===== src/rtl/imm_ext_arbiter.sv =====
// rtl/imm_ext_arbiter.sv - two-requester round-robin immediate extender with registered output slot
//
// Purpose:
//   Two requesters (0 = decode, 1 = branch unit) compete for one output slot.
//   The granted instruction's immediate is decoded, extended to DW bits and
//   registered. The output slot behaves as a single-entry valid/ready stage.
//
// Ports:
//   clk          - clock, all state updates on rising edge
//   reset        - synchronous active-low reset
//   req_valid    - [1:0] per-requester request valid
//   req_ready    - [1:0] per-requester grant (combinational, one-hot or zero)
//   req_instr0/1 - requester instruction words
//   req_fmt0/1   - requester immediate formats (00 D, 01 I, 10 CB, 11 B)
//   out_valid    - registered result valid
//   out_ready    - consumer accepts the result
//   out_imm      - registered extended immediate
//   out_id       - requester index owning out_imm
module imm_ext_arbiter #(
    parameter int DW = 64,
    parameter int IW = 32
) (
    input  logic          clk,
    input  logic          reset,
    input  logic [1:0]    req_valid,
    output logic [1:0]    req_ready,
    input  logic [IW-1:0] req_instr0,
    input  logic [IW-1:0] req_instr1,
    input  logic [1:0]    req_fmt0,
    input  logic [1:0]    req_fmt1,
    output logic          out_valid,
    input  logic          out_ready,
    output logic [DW-1:0] out_imm,
    output logic          out_id
);

    typedef enum logic {
        ST_IDLE = 1'b0,
        ST_HOLD = 1'b1
    } state_t;

    state_t        state_q, state_d;
    logic          ptr_q, ptr_d;
    logic [DW-1:0] out_imm_q, out_imm_d;
    logic          out_id_q, out_id_d;

    logic          slot_free;
    logic          gnt_any;
    logic          gnt_idx;
    logic [IW-1:0] sel_instr;
    logic [1:0]    sel_fmt;
    logic [DW-1:0] ext_imm;

    // Only instruction bits [25:0] carry immediate fields.
    logic unused_instr_bits;
    assign unused_instr_bits = ^{req_instr0[IW-1:26], req_instr1[IW-1:26]};

    // Arbitration looks only at req_valid, the pointer and slot status, so
    // req_ready never depends on instruction or format contents.
    always_comb begin
        slot_free = (state_q == ST_IDLE) || out_ready;
        gnt_any   = 1'b0;
        gnt_idx   = 1'b0;
        req_ready = 2'b00;
        if (reset && slot_free && (req_valid != 2'b00)) begin
            gnt_any = 1'b1;
            if (req_valid == 2'b11) begin
                gnt_idx = ptr_q;
            end else begin
                gnt_idx = req_valid[1];
            end
            req_ready = gnt_idx ? 2'b10 : 2'b01;
        end
    end

    // Operand mux for the granted requester.
    always_comb begin
        sel_instr = gnt_idx ? req_instr1 : req_instr0;
        sel_fmt   = gnt_idx ? req_fmt1 : req_fmt0;
    end

    // Immediate field extraction and extension.
    always_comb begin
        ext_imm = '0;
        unique case (sel_fmt)
            2'b00:   ext_imm = {{(DW-9){sel_instr[20]}}, sel_instr[20:12]};
            2'b01:   ext_imm = {{(DW-12){1'b0}}, sel_instr[21:10]};
            2'b10:   ext_imm = {{(DW-19){sel_instr[23]}}, sel_instr[23:5]};
            default: ext_imm = {{(DW-26){sel_instr[25]}}, sel_instr[25:0]};
        endcase
    end

    // Next-state: a grant always reloads the slot; a drain without a new
    // grant empties it but leaves the last imm/id visible on the outputs.
    always_comb begin
        state_d   = state_q;
        ptr_d     = ptr_q;
        out_imm_d = out_imm_q;
        out_id_d  = out_id_q;
        if (gnt_any) begin
            state_d   = ST_HOLD;
            out_imm_d = ext_imm;
            out_id_d  = gnt_idx;
            ptr_d     = ~gnt_idx;
        end else if ((state_q == ST_HOLD) && out_ready) begin
            state_d = ST_IDLE;
        end
    end

    always_ff @(posedge clk) begin
        if (!reset) begin
            state_q   <= ST_IDLE;
            ptr_q     <= 1'b0;
            out_imm_q <= '0;
            out_id_q  <= 1'b0;
        end else begin
            state_q   <= state_d;
            ptr_q     <= ptr_d;
            out_imm_q <= out_imm_d;
            out_id_q  <= out_id_d;
        end
    end

    assign out_valid = (state_q == ST_HOLD);
    assign out_imm   = out_imm_q;
    assign out_id    = out_id_q;

endmodule


===== config.mk =====
export PLATFORM = sky130hd
export DESIGN_NAME = imm_ext_arbiter
export DESIGN_NICKNAME = d
export VERILOG_FILES = /design/src/rtl/imm_ext_arbiter.sv
export SDC_FILE = /design/constraint.sdc
export NUM_CORES = 1
export LEC_CHECK = 0
export CORE_ASPECT_RATIO = 0.8
export CORE_MARGIN = 2
export CORE_UTILIZATION = 35
export CTS_CLUSTER_SIZE = 8
export DETAILED_ROUTE_END_ITERATION = 16
export GPL_ROUTABILITY_DRIVEN = 0
export PLACE_DENSITY = 0.74
export SETUP_SLACK_MARGIN = 0.1
export SYNTH_ARGS = -nofsm -noshare
export SYNTH_HDL_FRONTEND = slang
export SYNTH_SLANG_ARGS = --single-unit

===== constraint.sdc =====
create_clock -name clk -period 1.8 [get_ports clk]
set_input_delay 0.54 -clock clk [delete_from_list [all_inputs] [get_ports clk]]
set_output_delay 0.54 -clock clk [all_outputs]
set_load 0.05 [all_outputs]

==> results of run 1 <==
## state kept, by name (all words and copies together), names as in the netlist
signal / flops
out_valid: 1
ptr_q: 1
out_imm: 26
out_id: 1
## layout make-up
class / count / area (um^2)
fillers: 422 / 1735
well taps: 84 / 105.1
repair buffers: 178 / 2395
clock buffers: 7 / 86.33
flip-flops and latches: 29 / 585.6
multi-input cells: 154 / 1545
inverters: 5 / 23.77
clock inverters: 1 / 30.03
## power by group
group          internal, uW  switching, uW
clock network           451            261
logic                   900            919
registers               709           65.3
## what timing repair did
item | in CTS | in global routing
setup buffers | 12 | 0
hold buffers | 0 | 0
pin swaps | 3 | 2
cloned | 3 | 1
endpoints found under the setup margin | 69 | 59
gates resized for setup | 53 | 27
## per-stage QoR
| stage | std cells | setup TNS [ns] | area [um^2] | utilization | setup WS, ns |
|---|---|---|---|---|---|
| global placement | 434 | -12.09 | 4259 | 0.6546 | -0.4985 |
| finish | 458 | 0 | 4771 | 0.7333 | 0.07080 |
| CTS | 457 | 0 | 4666 | 0.7171 | 0.08167 |
| floorplan | 248 | -0.02447 | 2434 | - | -0.02447 |
| detailed placement | 434 | -13.40 | 4259 | 0.6546 | -0.5735 |
| global route | 458 | 0 | 4771 | 0.7333 | 0.03120 |
## worst paths after layout
check,start,endpoint,slack (ns),cells after the start
worst max register to register,ptr_q,out_imm[19],0.14,5
worst min-delay path,out_imm[13],out_imm[13],0.47,2
worst max-delay path,out_ready,req_ready[0],0.07,5
worst min register to register,out_imm[13],out_imm[13],0.47,2
## worst register-to-register path, delay by kind of cell, from the launching register on
family	cells	cell delay [ns]
compound gates	3	0.61
mux	1	0.38
flops	1	0.34
buf+inv	1	0.19
## cells by family (layout without fill, tap and decap cells)
logic type | Yosys count | count (layout)
mux | 47 | 47
compound gates | 51 | 51
buf+inv | 65 | 191
simple gates | 56 | 56
flops | 29 | 29
## per-layer routing
layer  global-route usage  up-vias
met1               0.2730     1242
met5                    0        -
li1                     -     1158
met4              0.08169        0
met3              0.05877       25
met2               0.3854      149
## layout by cell type, fill, tap and decap left out, types with 3 or more instances in the layout
master	netlist	routed
a21oi_1	5	4
a311oi_2	0	12
and3_1	12	12
buf_12	0	62
buf_4	43	48
buf_6	2	4
clkbuf_8	0	6
clkdlybuf4s50_1	0	41
dfxtp_1	29	27
dlygate4sd2_1	0	3
dlymetal6s2s_1	0	8
inv_1	4	3
mux2_2	11	10
mux2i_1	14	8
mux2i_2	0	5
mux4_2	22	22
nand2_1	4	3
nand2b_1	4	3
nand3_1	28	28
o21ai_0	15	15
o21ai_1	12	12
==> summary.md, run 1 <==
| Metric | Value |
|---|---|
| Outcome | `finished clean` |
| Max-cap violation count | `0` |
| Critical path class | `in -> out` |
| Compound-Gate Fraction of Synth Area | `0.1411` |
| Ports | `141` |
| Initial core utilization | `0.3692` |
| GRT Residual Overflow | `0` |
| Design Power | `3305 uW` |
| Most frequent cells after synthesis | `buf_4, dfxtp_1, nand3_1, mux4_2, o21ai_0` |
| H-tree Lvls | `2` |
| First-pass DRT Iterations | `4` |
| CP Cell Sequence | `buf_6, nand2b_4, nand3b_1, nor2b_4, buf_12` |
| Final hold slack | `0.4707 ns` |
| Mapped Area | `2402 um^2` |
| Core area | `6506 um^2` |
| HP Class | `reg -> reg` |
| Longest Clk Path Bufs | `2` |
| Via count | `2574` |
| Clk_lat worst skew | `0.29 ns` |
| Met3 WL | `696 um` |
| CTS root buf | `clkbuf_8` |
| Share of layout cells above drive strength 1 | `0.5267` |
| Final setup viols | `0` |
| Maximum clock rate | `578.3 MHz` |
| Largest net degree at the start of global routing | `55` |
| Leading area contributor after synthesis | `dfxtp_1` |
| Register area share after synthesis | `0.2417` |
| CP peak stage delay | `0.18 ns` |
| Die X | `96.63 um` |
| Max stage delay cell, worst path | `nor2b_4` |
| First-pass GRT wire length | `13410 um` |
| Total track usage | `0.2244` |
| FFs w/ async S/R, synth | `0` |
| Area share of the largest cell type after synthesis | `0.2417` |
| Routed vias/inst | `5.620` |
| Simple-gate share of the synthesized area | `0.1234` |
| Diodes inserted | `0` |
| Routed Wire Length | `8807 um` |
| WL per Instance | `19.23 um` |
| Worst slew margin relative to its limit | `0.6671` |
| Port Buf Inserts | `128` |
| Initial antenna violation count | `0` |
| Worst setup EP type | `output port` |
| Worst-path clk slew | `0.06 ns` |
| Count leader, synth | `buf_4` |
| Post-Synth Adder-Cell Area | `0` |
| Layout area overhead | `98.59%` |
| WP buf/inv | `2` |
| Sink Count | `29` |
| Post-synth EDFFs | `0` |
| Area contributors post-synth | `dfxtp_1, mux4_2, buf_4` |
| WP data required | `1.26 ns` |
| Crit path DAT | `1.19 ns` |
| Fin crit share | `0.9607` |
| Critical Path Fanout Max | `3` |
| RSZ-0062 raised after global routing | `yes` |
| Met2 WL | `4349 um` |
| WL met1 | `3512 um` |
| Mux cell area share after synthesis | `0.3161` |
| Top delay family on crit path | `simple AND/OR/NAND/NOR gates` |
| Leak pwr | `0.002030 uW` |
| Largest family of logic cells by synthesized area | `multiplexers` |
| Post-synth net total | `321` |
| Post-route ant nets | `0` |
| Max IR drop VDD | `0.4309 mV` |
| Nets | `446` |
| Max layer used | `met4` |
| Post-layout min period | `1.729 ns` |
| Syn_area_per_cell | `9.687 um^2` |
| Slew @ Worst Pin | `0.4994 ns` |
| Synth Instances | `248` |
| Top_reg_cell synth | `dfxtp_1` |
| Num CTS Buffers | `5` |
| Synth unique cells | `28` |
| CTS tree | `yes` |
| XOR/XNOR Fraction of Synth Area | `0` |
| Die Area | `7546 um^2` |
| DRC viols | `0` |
| # rows | `26` |
| Height of the die | `78.10 um` |
| Final Hold Viols | `0` |
| Startpoint types | `input port` |
| Half-perimeter wire length after placement | `6066 um` |
| Flops & latches, synth | `29` |
| Initial drt markers | `165` |
| Vias in the first global route | `2531` |
| Pwr per Cell Area | `692.8 nW/um^2` |
| Clock skew | `0.002820 ns` |
| Syn. warnings | `0` |
| Max-slew violations | `0` |
Note: power is estimated with default switching activity, not from simulation.
==> run 2, diff against run 1 <==
--- a/config.mk
+++ b/config.mk
@@ -6,7 +6,6 @@
 export NUM_CORES = 1
 export LEC_CHECK = 0
 export CORE_ASPECT_RATIO = 0.8
-export CORE_MARGIN = 2
 export CORE_UTILIZATION = 35
 export CTS_CLUSTER_SIZE = 8
 export DETAILED_ROUTE_END_ITERATION = 16
==> run 2 against run 1 <==
  * Global-route usage rose by 0.54 points
  * Fmax fell by 0.28%
  * Largest cell class unchanged
  * First-iteration DRC count fell by 3.0%
  * Count of clock-buffer cells in the layout did not move
==> summary.md, run 2 (synthesized netlist as in run 1, its figures left out) <==
| Metric | Value |
|---|---|
| WHS Endpoint | `out_imm[14]` |
| Largest net degree at the start of global routing | `55 (unchanged)` |
| Layout area overhead | `94.11%` |
| Design Power | `3125 uW (-5.5%)` |
| Critical Path Fanout Max | `3 (unchanged)` |
| RR Startpoint | `ptr_q` |
| Half-perimeter wire length after placement | `5925 um (-2.3%)` |
| Via count | `2585 (+0.43%)` |
| WHS Path Cells | `2 (unchanged)` |
| Worst-path clk slew | `0.06 ns (about the same)` |
| Multi-input gate area | `1511 um^2 (-2.2%)` |
| Initial drt markers | `160 (-3.0%)` |
| Diodes inserted | `0 (unchanged)` |
| Met1 GRT Util | `0.2863 (+0.01336)` |
| # rows | `26 (unchanged)` |
| Core Util, Final | `0.7167 (-0.01654)` |
| Num CTS Buffers | `5 (unchanged)` |
| Max-slew violations | `0 (unchanged)` |
| Leak pwr | `0.001994 uW (-1.8%)` |
| Accumulated negative setup slack | `0 ns (unchanged)` |
| Slew @ Worst Pin | `0.4932 ns (-0.006214 ns)` |
| Commonest non-fill, non-tap cell in the layout | `buf_12` |
| Max IR drop VDD | `0.3590 mV (-17%)` |
| Most frequent cells in the layout | `buf_12, buf_4, clkdlybuf4s50_1` |
| Reg area | `585.6 um^2 (unchanged)` |
| Fillers | `434 (+2.8%)` |
| Height of the die | `76.10 um (-2.6%)` |
| R2R setup slack | `0.18 ns (+0.04 ns)` |
| HP Class | `reg -> reg` |
| Outcome | `finished clean` |
| First-pass GRT wire length | `12680 um (-5.4%)` |
| Share of layout cells above drive strength 1 | `0.5109 (-0.01587)` |
| Hold path startpoint | `out_imm[14]` |
| DRC viols | `0 (unchanged)` |
| Critical path class | `in -> out` |
| Pwr per Cell Area | `670.1 nW/um^2 (-3.3%)` |
| Initial core utilization | `0.3692 (unchanged)` |
| Clk_lat worst skew | `0.29 ns (about the same)` |
| Core area | `6506 um^2 (unchanged)` |
| Nets | `441 (-1.1%)` |
| GRT Residual Overflow | `0 (unchanged)` |
| CTS tree | `yes` |
| Grt met2 use | `0.3770 (-0.008438)` |
| Routed Wire Length | `8212 um (-6.8%)` |
| Worst slew margin relative to its limit | `0.6712 (+0.004142)` |
| Startpoint types | `input port` |
| Routed vias/inst | `5.719 (+1.8%)` |
| Ports | `141 (unchanged)` |
| Clock skew | `0.004151 ns (+0.001331 ns)` |
| Worst setup EP type | `output port` |
| Post-route ant nets | `0 (unchanged)` |
| Sink Count | `29 (unchanged)` |
| Die Area | `7201 um^2 (-4.6%)` |
| CTS root buf | `clkbuf_8` |
| First-pass DRT Iterations | `4 (unchanged)` |
| Max reg flops | `26 (unchanged)` |
| Worst r2r dst | `out_imm[22]` |
| Fin crit share | `0.9634 (+0.002726)` |
| Initial antenna violation count | `0 (unchanged)` |
| WP data required | `1.26 ns (about the same)` |
| Longest Clk Path Bufs | `2 (unchanged)` |
| Die X | `94.63 um (-2.1%)` |
| Vias in the first global route | `2507 (-0.95%)` |
| Grt met3 use | `0.07884 (+0.02007)` |
| Total track usage | `0.2299 (+0.005436)` |
| GR peak layer | `met2` |
| Crit path DAT | `1.19 ns (about the same)` |
| Final Hold Viols | `0 (unchanged)` |
| Max-cap violation count | `0 (unchanged)` |
| WL per Instance | `18.17 um (-5.5%)` |
| H-tree Lvls | `2 (unchanged)` |
| RSZ-0062 raised after global routing | `yes` |
| Port Buf Inserts | `128 (unchanged)` |
| Worst R2R Path Depth | `5 (unchanged)` |
| Post-layout min period | `1.734 ns (+0.004908 ns)` |
| Final setup viols | `0 (unchanged)` |
| Maximum clock rate | `576.7 MHz (-0.28%)` |
run 2: changes by cell type in the layout (fill, tap and decap cells not counted), sizes merged:
| cell | delta |
|---|---|
| dlygate4sd2 | -2 |
| clkdlybuf4s50 | +2 |
| bufinv | -1 |
| buf | -5 |
| clkdlybuf4s15 | -2 |
| bufbuf | +1 |
| clkbuf | +2 |
| dlymetal6s2s | -1 |
run 2: how the worst max path moves through the flow:
| stage | start | endpoint | slack (ns) |
|---|---|---|---|
| detailed placement | req_valid[0] | out_imm[16] | -0.54 |
| global route | out_ready | req_ready[0] | 0.02 |
| CTS | reset | req_ready[0] | 0.03 |
| finish | req_valid[1] | req_ready[0] | 0.07 |
| floorplan | out_ready | req_ready[0] | -0.02 |
| global placement | req_valid[0] | out_imm[19] | -0.49 |
run 2: layout make-up:
cell class	instances	area share
clock buffers	7	0.01851
inverters	5	0.004025
multi-input cells	154	0.3241
flip-flops and latches	29	0.1256
well taps	84	0.02254
repair buffers	173	0.5052
run 2: repair_timing:
action,in CTS,in global routing
setup endpoints to repair,69,59
pin swaps,5,4
hold buffers,0,0
buffers inserted,8,1
resized for setup,44,28
cloned,4,2
run 2: layer usage:
layer | routed length (um) | share of wire
met3 | 908 | 0.11
met5 | 0 | 0
met1 | 3253 | 0.40
met2 | 3920 | 0.48
met4 | 130 | 0.016
run 2: worst max-delay path: stages:
cell and delay [ns]:
buf_6 0.09, nor2_2 0.04, nand3b_1 0.21, nor2b_4 0.17
buf_12 0.14
run 2: stage by stage:
step,area [um^2],std cells,hold slack [ns],worst slack [ns]
3_3_place_gp,4229,430,0.4530,-0.4853
3_5_place_dp,4229,430,0.4612,-0.5433
2_1_floorplan,2434,248,0.5344,-0.02447
6_report,4663,452,0.4671,0.06589
4_1_cts,4579,449,0.4707,0.02669
5_1_grt,4663,452,0.4927,0.01786
run 2: where the power goes:
group	internal, uW	switching [uW]
registers	710	65.7
logic	895	905
clock network	303	247
total	1910	1220
